--- src/rtl/truth_table_scanner_if.sv ---
// truth_table_scanner_if: scan control handshake and captured-result bus
interface truth_table_scanner_if #(
    parameter int N_IN = 4
);
    logic                 start;
    logic                 abort;
    logic                 busy;
    logic                 done;
    logic [2**N_IN-1:0]   minterms;
    logic [N_IN:0]        count;

    modport master (output start, abort, input busy, done, minterms, count);
    modport slave  (input start, abort, output busy, done, minterms, count);
endinterface

--- src/rtl/truth_table_scanner.sv ---
// truth_table_scanner: sweeps all input combinations of a boolean function and captures its minterm mask
module truth_table_scanner #(
    parameter int N_IN   = 4,
    parameter int SETTLE = 1
) (
    input  logic                     clk,
    input  logic                     rst_n,
    truth_table_scanner_if.slave     bus,
    output logic [N_IN-1:0]          dut_in,
    input  logic                     dut_out
);
    localparam int M  = 2**N_IN;
    localparam int CW = SETTLE > 1 ? $clog2(SETTLE) : 1;

    typedef enum logic [1:0] {IDLE, WAIT, DONE} state_t;

    state_t          state_q, state_d;
    logic [N_IN-1:0] idx_q, idx_d;
    logic [CW-1:0]   cnt_q, cnt_d;
    logic [M-1:0]    minterms_q, minterms_d;
    logic [N_IN:0]   count_q, count_d;

    assign bus.busy     = state_q == WAIT;
    assign bus.done     = state_q == DONE;
    assign bus.minterms = minterms_q;
    assign bus.count    = count_q;
    assign dut_in       = state_q == WAIT ? idx_q : '0;

    // next-state: step through combinations, sampling dut_out on the last settle cycle of each
    always_comb begin
        state_d    = state_q;
        idx_d      = idx_q;
        cnt_d      = cnt_q;
        minterms_d = minterms_q;
        count_d    = count_q;
        case (state_q)
            IDLE: if (bus.start) begin
                state_d    = WAIT;
                idx_d      = '0;
                cnt_d      = '0;
                minterms_d = '0;
                count_d    = '0;
            end
            WAIT: if (bus.abort) begin
                state_d = IDLE;
            end else if (cnt_q == CW'(SETTLE - 1)) begin
                minterms_d[idx_q] = dut_out;
                count_d           = count_q + (N_IN+1)'(dut_out);
                cnt_d             = '0;
                if (idx_q == N_IN'(M - 1))
                    state_d = DONE;
                else
                    idx_d = idx_q + 1'b1;
            end else begin
                cnt_d = cnt_q + 1'b1;
            end
            default: state_d = IDLE;
        endcase
    end

    // state and result registers with synchronous active-low reset
    always_ff @(posedge clk) begin
        if (!rst_n) begin
            state_q    <= IDLE;
            idx_q      <= '0;
            cnt_q      <= '0;
            minterms_q <= '0;
            count_q    <= '0;
        end else begin
            state_q    <= state_d;
            idx_q      <= idx_d;
            cnt_q      <= cnt_d;
            minterms_q <= minterms_d;
            count_q    <= count_d;
        end
    end
endmodule
--- src/flat_wrapper.sv ---
// flat-port wrapper written by rule: the top's interface ports become plain ports
module truth_table_scanner_flat 
#(
    parameter int N_IN   = 4,
    parameter int SETTLE = 1
)
  (clk, rst_n, dut_in, dut_out, bus_start, bus_abort, bus_busy, bus_done, bus_minterms, bus_count);
  truth_table_scanner_if #(.N_IN(N_IN)) bus_i ();
  input  logic clk;
  input  logic rst_n;
  output logic [N_IN-1:0] dut_in;
  input  logic dut_out;
  input wire logic [$bits(bus_i.start)-1:0] bus_start;
  input wire logic [$bits(bus_i.abort)-1:0] bus_abort;
  output wire logic [$bits(bus_i.busy)-1:0] bus_busy;
  output wire logic [$bits(bus_i.done)-1:0] bus_done;
  output wire logic [$bits(bus_i.minterms)-1:0] bus_minterms;
  output wire logic [$bits(bus_i.count)-1:0] bus_count;
  assign bus_i.start = bus_start;
  assign bus_i.abort = bus_abort;
  assign bus_busy = bus_i.busy;
  assign bus_done = bus_i.done;
  assign bus_minterms = bus_i.minterms;
  assign bus_count = bus_i.count;
  truth_table_scanner #(.N_IN(N_IN), .SETTLE(SETTLE)) u_core (.clk(clk), .rst_n(rst_n), .bus(bus_i), .dut_in(dut_in), .dut_out(dut_out));
endmodule
--- config.mk ---
export PLATFORM = sky130hd
export DESIGN_NAME = truth_table_scanner_flat
export DESIGN_NICKNAME = d
export VERILOG_FILES = /design/src/rtl/truth_table_scanner_if.sv /design/src/rtl/truth_table_scanner.sv /design/src/flat_wrapper.sv
export SDC_FILE = /design/constraint.sdc
export NUM_CORES = 1
export LEC_CHECK = 0
export ABC_CLOCK_PERIOD_IN_PS = 1810
export BUFFER_PORTS_ARGS = -buffer_cell sky130_fd_sc_hd__buf_2
export CORE_MARGIN = 3
export CORE_UTILIZATION = 45
export CTS_CLUSTER_DIAMETER = 120
export DETAILED_ROUTE_END_ITERATION = 16
export PLACE_DENSITY = 0.74
export SLEW_MARGIN = 20
export SYNTH_ARGS = -nofsm -noshare
export SYNTH_HDL_FRONTEND = slang
export SYNTH_SLANG_ARGS = --single-unit
export TNS_END_PERCENT = 10
--- constraint.sdc ---
create_clock -name clk -period 1.81 [get_ports clk]
set_input_delay 0.181 -clock clk [delete_from_list [all_inputs] [get_ports clk]]
set_output_delay 0.181 -clock clk [all_outputs]
set_load 0.01 [all_outputs]
==> metrics.txt <==
DRT iter0 DRCs=75; Area growth syn-to-layout=14.5%; Synth Area in Adders=0.0555; Psw=0.256 mW; Mapped Cells=166; Comb pwr share=0.111; most numerous cell in the Yosys netlist=dfxtp_1; fin crit period=1.66 ns; Reg2Reg Depth=5; input/output buffers=31; Slew @ Worst Pin=0.476 ns; most frequent cells after synthesis=dfxtp_1, a21oi_1, nand2_1, nand3_1, o21ai_0; final WL=3400 um; worst-path maximum fanout=8; Final Instance Area=0.00155 sq mm; FP Rows=19; Post-CTS Hold Buffers=0; wire per inst=15.1 um; Die ar.=0.00370 sq mm; Crit Path Class=flip-flop to flip-flop; WHS Path Cells=2; post-synth top area share=0.400; smallest hold slack=0.0864 ns; layout cells sized above 1=0.216; clk slew on worst S/H paths=0.14 ns; Congestion Overflow GR=0; register share of total power=0.620; CTS resizes=0; syn avg cell area=8.15 sq um; Synth async-reset ratio=0; H-Tree Depth=1; die width=60.8 um; Ports=32; CTS tree=yes; RSZ-0062 raised after global routing=no; Crit. End Element=flip-flop; global-route wire length before repair=5600 um; Total GRT Usage=0.197; worst hold path type=primary input to flip-flop; final clock skew=0.00645 ns; DRC=0; area leader, netlist=dfxtp_1; Total Power=0.973 mW; net count after synthesis=177; Setup crit start kind=flip-flop; Sum Neg Setup Slack=0 ns; final core utilization=0.552; Post-synth EDFFs=0; final cycle utilization of the critical path=0.915; post-synthesis mux area share=0.0222; endpoints failing hold=0; register area share after synthesis=0.400; vias=1338; Pwr Density=628 mW/mm^2; initial antenna violation count=0; Initial Util=0.482; Synth area leaders=dfxtp_1, a21oi_1, ha_1; # diodes=0; CP Cell Sequence=ha_1, and3_1, nor3_1, nand3b_1, a21oi_1; Compound-Gate Fraction of Synth Area=0.194; fin worst setup slack=0.153 ns; placed cell areas=0.00152 sq mm; vias in the first global route=1306; fillers=290; DP Wirelength=2510 um; final non-filler cell total=225; area of the core=0.00281 sq mm; crit path DAT=1.88 ns; simple-gate share of the synthesized area=0.265; clk buf depth=2; First-pass DRT Iterations=4; Int Power=0.717 mW; FF+latch count, synth=27; combinational family with the most area after synthesis=simple AND/OR/NAND/NOR gates; outcome=finished clean; Die Y=60.8 um; library cells used by synthesis=33; sw frac=0.263; post-place setup slack=0.238 ns; largest net degree at the start of global routing=25; fmax=0.604 GHz; Placer Congestion=0.927; Placed Instances=221; Leakage=0.663 nW; clock share of power=0.269; Num CTS Buffers=3; Synth Cell Area=0.00135 sq mm; CTS root buf=clkbuf_4; NumNets Final=206; Final Slew Violations=0; WP data required=2.04 ns; DR vias/cell=5.95; worst-skew pair later-pin latency=0.33 ns; peak supply drop=0.442 mV; post-route ant nets=0; endpoints failing setup=0; Clock Sinks=27; Post-CTS Setup Bufs=0; Crit path largest cell delay=0.38 ns; Max Cap Viol=0; Yosys warning count=0; Max stage delay cell, worst path=dfxtp_1; post-synthesis xor/xnor area fraction=0.0130; relative slew slack=0.680; Top FF cell, synth=dfxtp_1
critical path: cells and delay by family (launching register included):
family          cells  cell delay (ns)
simple gates        3             0.81
fa+ha+maj           1             0.29
flops               1             0.38
compound gates      1             0.08
area by class of cell:
class	count	area, sq um	area share
repair buffers	35	185	0.120
well taps	31	38.8	0.0250
flip-flops and latches	27	541	0.349
multi-input cells	124	743	0.480
clock buffers	4	26.3	0.0170
inverters	4	15.0	0.00969
power by group through the flow:
stage | registers (mW) | logic, mW | clock network [mW]
2_1_floorplan | 0.616 | 0.0769 | 0
3_3_place_gp | 0.616 | 0.103 | 0
3_5_place_dp | 0.616 | 0.106 | 0
4_1_cts | 0.603 | 0.106 | 0.265
5_1_grt | 0.604 | 0.119 | 0.284
6_report | 0.603 | 0.108 | 0.262
cell families after synthesis:
family,Yosys count
multiplexers,3
XOR/XNOR,2
adder cells (fa/ha/maj),6
AND/OR/NAND/NOR,69
flip-flops,27
AO/OA/AOI/OAI,44
buffers and inverters,15
layer usage:
metal | up-vias | global-route usage | share of wire
met4 | 0 | 0.0836 | 0.019
met1 | 635 | 0.258 | 0.46
met2 | 47 | 0.319 | 0.47
met3 | 9 | 0.0319 | 0.050
met5 | - | 0 | 0
li1 | 647 | - | -
path summary, 6_finish.rpt:
check / end / slack, ns / from
worst max-delay path: u_core.idx_q[1]$_SDFFE_PN0P_ / 0.15 / u_core.idx_q[1]$_SDFFE_PN0P_
worst min-delay path: u_core.state_q[1]$_SDFFE_PN0P_ / 0.09 / bus_abort
worst max register to register: u_core.idx_q[1]$_SDFFE_PN0P_ / 0.15 / u_core.idx_q[1]$_SDFFE_PN0P_
worst min register to register: u_core.bus.count[0]$_SDFFE_PN0P_ / 0.48 / u_core.bus.count[0]$_SDFFE_PN0P_
flip-flops by register name, summed over array words and instances, names as in the netlist:
signal               cells
u_core.bus.minterms     16
u_core.state_q           2
u_core.idx_q             4
u_core.bus.count         5
placed cells by master (no fill, tap or decap), types with 3 or more instances in the layout:
cell      count
buf_2        31
dfxtp_1      27
a21oi_1      19
nand2_1      17
nand3_1      14
o21ai_0      10
nor2_1        9
or3_1         7
o211ai_1      6
ha_1          6
nor2b_1       5
nor3_1        4
buf_4         4
inv_1         3
and2_1        3
mux2i_1       3
a31oi_1       3
clkbuf_4      3
(Power assumes the default switching activity.)
